`config.mk`:
```
export PLATFORM = sky130hd
export DESIGN_NAME = alu_issue_stage
export DESIGN_NICKNAME = d
export VERILOG_FILES = /design/src/rtl/alu_pkg.sv /design/src/rtl/operand_forward_mux.sv /design/src/rtl/alu_issue_stage.sv
export SDC_FILE = /design/constraint.sdc
export NUM_CORES = 1
export LEC_CHECK = 0
export CAP_MARGIN = 20
export CORE_MARGIN = 2
export CORE_UTILIZATION = 30
export CTS_BUF_LIST = sky130_fd_sc_hd__clkbuf_8
export DETAILED_ROUTE_END_ITERATION = 7
export GPL_TIMING_DRIVEN = 0
export MAX_ROUTING_LAYER = met4
export PLACE_DENSITY = 0.59
export SYNTH_ARGS = -nofsm -noshare
export SYNTH_HDL_FRONTEND = slang
export SYNTH_SLANG_ARGS = --single-unit
```
`constraint.sdc`:
```
create_clock -name clk -period 5.45 [get_ports clk]
set_input_delay 1.09 -clock clk [delete_from_list [all_inputs] [get_ports clk]]
set_output_delay 1.09 -clock clk [all_outputs]
set_load 0.02 [all_outputs]
```
`src/rtl/alu_pkg.sv`:
```
// Shared types for the ALU issue stage: ALU op encodings, stage state and datapath width.
package alu_pkg;

  localparam int XLEN = 32;

  typedef enum logic [3:0] {
    ALU_AND = 4'b0000,
    ALU_OR  = 4'b0001,
    ALU_ADD = 4'b0010,
    ALU_SLL = 4'b0011,
    ALU_SUB = 4'b0100,
    ALU_SRL = 4'b0101,
    ALU_MUL = 4'b0110,
    ALU_XOR = 4'b0111
  } alu_sel_e;

  typedef enum logic {
    ST_EMPTY = 1'b0,
    ST_FULL  = 1'b1
  } stage_state_e;

  // A later stage writes rs; x0 never matches.
  function automatic logic rs_match(input logic wr, input logic [4:0] rd, input logic [4:0] rs);
    return wr && (rd == rs) && (rs != 5'd0);
  endfunction

endpackage

```
`src/rtl/operand_forward_mux.sv`:
```
// Per-operand RAW resolution against EX/MEM and MEM/WB.
// ALU_FORWARDING_EN selects bypass muxes; otherwise every producer match is a hazard.
module operand_forward_mux import alu_pkg::*; #(
  parameter int XLEN = alu_pkg::XLEN
) (
  input  logic            active,
  input  logic [4:0]      rs,
  input  logic [XLEN-1:0] held_data,
  input  logic [4:0]      exmem_rd,
  input  logic            exmem_reg_write,
  input  logic            exmem_is_load,
  input  logic [XLEN-1:0] exmem_result,
  input  logic [4:0]      memwb_rd,
  input  logic            memwb_reg_write,
  input  logic [XLEN-1:0] memwb_result,
  output logic [XLEN-1:0] fwd_data,
  output logic            hazard
);

  logic ex_hit;
  logic wb_hit;

  assign ex_hit = active && rs_match(exmem_reg_write, exmem_rd, rs);
  assign wb_hit = active && rs_match(memwb_reg_write, memwb_rd, rs);

`ifdef ALU_FORWARDING_EN
  // A load in EX/MEM has no data yet; wait one cycle for it to reach MEM/WB.
  assign hazard = ex_hit && exmem_is_load;

  always_comb begin
    fwd_data = held_data;
    if (ex_hit && !exmem_is_load) begin
      fwd_data = exmem_result;
    end else if (wb_hit) begin
      fwd_data = memwb_result;
    end
  end
`else
  logic unused_fwd_inputs;

  assign hazard            = ex_hit || wb_hit;
  assign fwd_data          = held_data;
  assign unused_fwd_inputs = ^{exmem_is_load, exmem_result, memwb_result};
`endif

endmodule

```
`src/rtl/alu_issue_stage.sv`:
```
// ID/EX single-entry issue buffer feeding the ALU, with RAW forwarding/stalling.
// Optional macro: ALU_FORWARDING_EN (EX/MEM and MEM/WB bypass instead of stalling).
module alu_issue_stage import alu_pkg::*; #(
  parameter int XLEN = alu_pkg::XLEN
) (
  input  logic            clk,
  input  logic            rst,
  input  logic            in_valid,
  output logic            in_ready,
  input  logic [4:0]      in_rs1,
  input  logic [4:0]      in_rs2,
  input  logic [4:0]      in_rd,
  input  logic [XLEN-1:0] in_rs1_data,
  input  logic [XLEN-1:0] in_rs2_data,
  input  logic [XLEN-1:0] in_imm,
  input  logic            in_use_imm,
  input  logic [3:0]      in_alu_sel,
  input  logic            in_reg_write,
  input  logic            flush,
  input  logic [4:0]      exmem_rd,
  input  logic            exmem_reg_write,
  input  logic            exmem_is_load,
  input  logic [XLEN-1:0] exmem_result,
  input  logic [4:0]      memwb_rd,
  input  logic            memwb_reg_write,
  input  logic [XLEN-1:0] memwb_result,
  output logic            out_valid,
  input  logic            out_ready,
  output logic [XLEN-1:0] A,
  output logic [XLEN-1:0] B,
  output logic [3:0]      ALU_Sel,
  output logic [4:0]      out_rd,
  output logic            out_reg_write,
  output logic [15:0]     stall_count
);

  stage_state_e          state_reg, state_next;
  logic [1:0][4:0]       rs_reg;
  logic [1:0][XLEN-1:0]  op_reg;
  logic [4:0]            rd_reg;
  logic [XLEN-1:0]       imm_reg;
  logic                  use_imm_reg;
  logic [3:0]            alu_sel_reg;
  logic                  reg_write_reg;
  logic [15:0]           stall_count_reg;

  // Index 0 is rs1, index 1 is rs2.
  logic [1:0][4:0]       in_rs;
  logic [1:0][XLEN-1:0]  in_data;
  logic [1:0][XLEN-1:0]  fwd_data;
  logic [1:0]            fwd_hazard;
  logic [1:0]            fwd_active;
  logic                  full, hazard, accept, drain;

  assign in_rs      = {in_rs2, in_rs1};
  assign in_data    = {in_rs2_data, in_rs1_data};
  assign fwd_active = {~use_imm_reg, 1'b1};

  generate
    for (genvar gi = 0; gi < 2; gi++) begin : g_fwd
      operand_forward_mux #(.XLEN(XLEN)) u_mux (
        .active          (fwd_active[gi]),
        .rs              (rs_reg[gi]),
        .held_data       (op_reg[gi]),
        .exmem_rd        (exmem_rd),
        .exmem_reg_write (exmem_reg_write),
        .exmem_is_load   (exmem_is_load),
        .exmem_result    (exmem_result),
        .memwb_rd        (memwb_rd),
        .memwb_reg_write (memwb_reg_write),
        .memwb_result    (memwb_result),
        .fwd_data        (fwd_data[gi]),
        .hazard          (fwd_hazard[gi])
      );
    end
  endgenerate

  always_comb begin
    full      = (state_reg == ST_FULL);
    hazard    = |fwd_hazard;
    out_valid = full && !hazard;
    drain     = out_valid && out_ready;
    in_ready  = !flush && (!full || drain);
    accept    = in_valid && in_ready;

    state_next = state_reg;
    if (flush) begin
      state_next = ST_EMPTY;
    end else if (accept) begin
      state_next = ST_FULL;
    end else if (drain) begin
      state_next = ST_EMPTY;
    end
  end

  assign A             = fwd_data[0];
  assign B             = use_imm_reg ? imm_reg : fwd_data[1];
  assign ALU_Sel       = alu_sel_reg;
  assign out_rd        = rd_reg;
  assign out_reg_write = reg_write_reg;
  assign stall_count   = stall_count_reg;

  always_ff @(posedge clk or posedge rst) begin
    if (rst) begin
      state_reg       <= ST_EMPTY;
      rs_reg          <= '0;
      op_reg          <= '0;
      rd_reg          <= '0;
      imm_reg         <= '0;
      use_imm_reg     <= 1'b0;
      alu_sel_reg     <= '0;
      reg_write_reg   <= 1'b0;
      stall_count_reg <= '0;
    end else begin
      state_reg <= state_next;
      if (accept) begin
        rd_reg        <= in_rd;
        imm_reg       <= in_imm;
        use_imm_reg   <= in_use_imm;
        alu_sel_reg   <= in_alu_sel;
        reg_write_reg <= in_reg_write;
        for (int i = 0; i < 2; i++) begin
          rs_reg[i] <= in_rs[i];
          // Register-file write-through for the value retiring this cycle.
          op_reg[i] <= rs_match(memwb_reg_write, memwb_rd, in_rs[i]) ? memwb_result : in_data[i];
        end
      end else if (full && !drain) begin
        // Keep retiring producer values so they survive a long hold.
        for (int i = 0; i < 2; i++) begin
          if (rs_match(memwb_reg_write, memwb_rd, rs_reg[i])) begin
            op_reg[i] <= memwb_result;
          end
        end
      end
      if (full && (hazard || !out_ready) && (stall_count_reg != 16'hFFFF)) begin
        stall_count_reg <= stall_count_reg + 16'd1;
      end
    end
  end

endmodule
```
==> metrics.txt <==
# TYPE chip_impl_metric gauge
chip_impl_info{name="layout.cells.most_common_list",value="254 x sky130_fd_sc_hd__clkdlybuf4s50_1, 134 x sky130_fd_sc_hd__dfrtp_1, 75 x sky130_fd_sc_hd__mux2_2"} 1
chip_impl_info{name="synth_top_cell_by_area",value="sky130_fd_sc_hd__dfrtp_1"} 1
chip_impl_metric{name="cellPowerDensity",unit="nW/um^2"} 344
chip_impl_metric{name="hold_depth",unit=""} 1
chip_impl_info{name="worst_hold_path_type",value="reg -> reg"} 1
chip_impl_info{name="reg2reg_from",value="rs_reg[2]"} 1
chip_impl_metric{name="ctsLongestPathBuffers",unit=""} 2
chip_impl_metric{name="vdd.ir_drop.worst",unit="uV"} 196
chip_impl_metric{name="die_height",unit="um"} 153
chip_impl_metric{name="drt-total-wl",unit="mm"} 21.7
chip_impl_metric{name="slew_headroom",unit=""} 0.314
chip_impl_metric{name="timing_worst_slew_pin_value",unit="ps"} 1020
chip_impl_metric{name="chipWidth",unit="um"} 153
chip_impl_metric{name="vias_per_cell",unit=""} 4.75
chip_impl_metric{name="postSynthNetCount",unit=""} 761
chip_impl_metric{name="row_count",unit=""} 54
chip_impl_metric{name="grt_first_pass_wirelength",unit="mm"} 33.3
chip_impl_metric{name="drc",unit=""} 0
chip_impl_metric{name="post_cts_resized",unit=""} 0
chip_impl_metric{name="pre_cts_ws",unit="ps"} 741
chip_impl_metric{name="reg2regPathDepth",unit=""} 8
chip_impl_metric{name="total_number_of_vias",unit=""} 5364
chip_impl_metric{name="number_of_distinct_library_cells_after_synthesis",unit=""} 36
chip_impl_metric{name="clock_insertion_delay_worst_skew",unit="ps"} 450
chip_impl_metric{name="grt_overflow",unit=""} 0
chip_impl_metric{name="reg2reg_setup_slack",unit="ps"} 2130
chip_impl_metric{name="placed_instances",unit=""} 1096
chip_impl_metric{name="detailedPlacementHpwl",unit="mm"} 16.0
chip_impl_metric{name="dr.first_iter.drc_count",unit=""} 226
chip_impl_info{name="hold_path_end",value="stall_count[10]"} 1
chip_impl_metric{name="netlist.area_leader.share",unit=""} 0.502
chip_impl_metric{name="critPathRequiredTime",unit="ps"} 4360
chip_impl_metric{name="final_hold_viol_count",unit=""} 0
chip_impl_metric{name="layout.cells.non_filler",unit=""} 1129
chip_impl_metric{name="coreArea",unit="sq um"} 21800
chip_impl_metric{name="synth-seq-cells",unit=""} 134
chip_impl_metric{name="ys_seq_area_frac",unit=""} 0.502
chip_impl_metric{name="synth_to_final_area_change",unit="%"} 50.2
chip_impl_info{name="rsz0062_at_grt",value="no"} 1
chip_impl_metric{name="post-route-min-period",unit="ps"} 4740
chip_impl_info{name="worst_setup_path_end_kind",value="output pin"} 1
chip_impl_metric{name="drive_above_1_share",unit=""} 0.186
chip_impl_metric{name="worst_setup_hold_path_clk_slew",unit="ps"} 90
chip_impl_metric{name="placed_area",unit="sq um"} 9600
chip_impl_metric{name="worst_slack",unit="ps"} 714
chip_impl_metric{name="leakagePower",unit="nW"} 4.30
chip_impl_metric{name="synth_area_per_cell",unit="sq um"} 11.9
chip_impl_metric{name="fin_skew",unit="ps"} 12.4
chip_impl_metric{name="placement.io_buffers",unit=""} 254
chip_impl_info{name="mostFrequentLayoutCell",value="sky130_fd_sc_hd__clkdlybuf4s50_1"} 1
chip_impl_metric{name="setup_violations",unit=""} 0
chip_impl_metric{name="design.portCount",unit=""} 291
chip_impl_info{name="timing.hold.worst.start",value="stall_count[10]"} 1
chip_impl_metric{name="cts.sink_count",unit=""} 134
chip_impl_metric{name="synthesis.instances",unit=""} 561
chip_impl_metric{name="crit_arrival",unit="ps"} 3650
chip_impl_info{name="yosys-top-cells-area",value="sky130_fd_sc_hd__dfrtp_1 50%, sky130_fd_sc_hd__mux2_2 13%, sky130_fd_sc_hd__a221o_1 4.8%, sky130_fd_sc_hd__buf_4 3.6%, sky130_fd_sc_hd__mux2i_1 3.3%"} 1
chip_impl_metric{name="async_sr_flop_fraction",unit=""} 1.00
chip_impl_metric{name="fin_crit_sh",unit=""} 0.869
chip_impl_metric{name="critical_path.max_fanout",unit=""} 7
chip_impl_metric{name="finalWeightedCongestion",unit=""} 0.821
chip_impl_metric{name="report.final.slew_viol_count",unit=""} 0
chip_impl_info{name="tritoncts",value="yes"} 1
chip_impl_metric{name="postRouteAntennaNets",unit=""} 0
chip_impl_metric{name="num-nets-final",unit=""} 1035
chip_impl_info{name="worstReg2RegEnd",value="op_reg[25]"} 1
chip_impl_metric{name="antenna_found_initial",unit=""} 1
chip_impl_metric{name="synth_edf_count",unit=""} 0
chip_impl_info{name="cp-start-kind",value="input port"} 1
chip_impl_metric{name="synth_area",unit="sq um"} 6680
chip_impl_metric{name="die_area",unit="sq um"} 23500
chip_impl_metric{name="fin_area",unit="sq um"} 10000
chip_impl_metric{name="htree_levels",unit=""} 4
chip_impl_metric{name="fmax",unit="MHz"} 211
chip_impl_metric{name="dr.pass1.iters",unit=""} 4
chip_impl_metric{name="effective_utilization_at_floorplan",unit=""} 0.306
chip_impl_metric{name="ys.warnings.count",unit=""} 0
chip_impl_metric{name="grt_pass1_vias",unit=""} 5733
chip_impl_info{name="outcome",value="completed"} 1
chip_impl_metric{name="detail_route.wl_per_cell",unit="um"} 19.2
chip_impl_metric{name="grt_max_degree",unit=""} 73
chip_impl_info{name="ys_flop_type",value="sky130_fd_sc_hd__dfrtp_1"} 1
chip_impl_metric{name="grt.total_usage",unit=""} 0.191
chip_impl_info{name="worstSetupPathType",value="in -> out"} 1
chip_impl_metric{name="largest_register_ffs",unit=""} 64
chip_impl_metric{name="cts_setup_buffers",unit=""} 0
chip_impl_info{name="clk_root_buffer_cell",value="sky130_fd_sc_hd__clkbuf_8"} 1
chip_impl_metric{name="max-cap-violations",unit=""} 0
chip_impl_metric{name="hold_buffers",unit=""} 0
chip_impl_metric{name="cts_inserted_buffers",unit=""} 17
chip_impl_metric{name="setup_tns",unit="ps"} 0
==> power breakdown <==
part	internal (mW)	total (mW)	switching, mW
registers	1.18	1.31	0.126
logic	0.678	1.23	0.550
clock network	0.466	0.917	0.452
total	2.33	3.45	1.13
==> layout make-up <==
| cell class | instances | area, sq um |
|---|---|---|
| tap | 280 | 350 |
| clock inverter | 15 | 191 |
| buffer | 66 | 404 |
| timing repair buffer | 255 | 2570 |
| antenna | 1 | 2.50 |
| sequential | 134 | 3350 |
| clock buffer | 17 | 234 |
| multi-input combinational | 344 | 2860 |
| fill | 2089 | 11800 |
| inverter | 17 | 68.8 |
==> layer usage <==
metal | vias to the layer above | wire length (um) | track usage
li1 | 2543 | - | -
met1 | 2628 | 9860 | 0.246
met2 | 166 | 9980 | 0.294
met3 | 27 | 1420 | 0.0519
met4 | 0 | 409 | 0.0556
met5 | - | 0 | -
==> worst max-delay path, cell delays in order <==
cell,delay (ps)
sky130_fd_sc_hd__clkdlybuf4s50_1,610
sky130_fd_sc_hd__xnor2_1,160
sky130_fd_sc_hd__nand4_1,110
sky130_fd_sc_hd__nor4_1,460
sky130_fd_sc_hd__a2111o_1,330
sky130_fd_sc_hd__and2_1,180
sky130_fd_sc_hd__buf_6,130
sky130_fd_sc_hd__nor2_1,40
sky130_fd_sc_hd__clkdlybuf4s50_1,530
==> worst max path at each step <==
stage                 from          to  slack, ps  depth (start not counted)
2_1_floorplan          rst  ALU_Sel[0]        780                          1
3_3_place_gp           rst  imm_reg[7]      -1590                          2
3_5_place_dp   memwb_rd[2]    in_ready        740                          9
4_1_cts        memwb_rd[2]    in_ready        730                          9
5_1_grt        memwb_rd[2]    in_ready        530                          9
6_report       memwb_rd[2]    in_ready        710                          9
==> synth_stat cells (2+ instances only) <==
library cell	n
sky130_fd_sc_hd__nor4_1	5
sky130_fd_sc_hd__nor2_1	14
sky130_fd_sc_hd__a221o_1	32
sky130_fd_sc_hd__clkbuf_1	17
sky130_fd_sc_hd__nand3_1	8
sky130_fd_sc_hd__buf_6	3
sky130_fd_sc_hd__mux2_2	75
sky130_fd_sc_hd__dfrtp_1	134
sky130_fd_sc_hd__or4_1	2
sky130_fd_sc_hd__inv_1	17
sky130_fd_sc_hd__nor3b_1	11
sky130_fd_sc_hd__a22o_1	22
sky130_fd_sc_hd__mux2i_1	22
sky130_fd_sc_hd__nor3_1	13
sky130_fd_sc_hd__a21o_1	22
sky130_fd_sc_hd__buf_4	32
sky130_fd_sc_hd__nand2_1	17
sky130_fd_sc_hd__o21ai_0	11
sky130_fd_sc_hd__a21oi_1	3
sky130_fd_sc_hd__a21oi_2	2
sky130_fd_sc_hd__and2_1	23
sky130_fd_sc_hd__nand4_1	8
sky130_fd_sc_hd__xnor2_1	24
sky130_fd_sc_hd__xor2_1	19
sky130_fd_sc_hd__buf_1	3
sky130_fd_sc_hd__buf_2	11
sky130_fd_sc_hd__and4_1	2
==> stage by stage <==
stage | util | hold WS [ps] | total power [mW]
floorplan | - | 475 | 1.99
global placement | 0.439 | 485 | 2.56
detailed placement | 0.440 | 491 | 2.56
CTS | 0.460 | 507 | 3.50
global route | 0.460 | 519 | 3.64
finish | 0.460 | 505 | 3.45
==> cell families (layout without fill, tap and decap cells) <==
logic type	count (synthesis)	in the layout	share of synthesized area
flip-flops	134	134	0.502
AND/OR/NAND/NOR	106	106	0.0869
AO/OA/AOI/OAI	97	97	0.123
multiplexers	97	97	0.159
buffers and inverters	83	370	0.0701
XOR/XNOR	43	43	0.0564
adder cells (fa/ha/maj)	1	1	0.00187
other	0	1	0
Power figures use the tool's default switching activity.
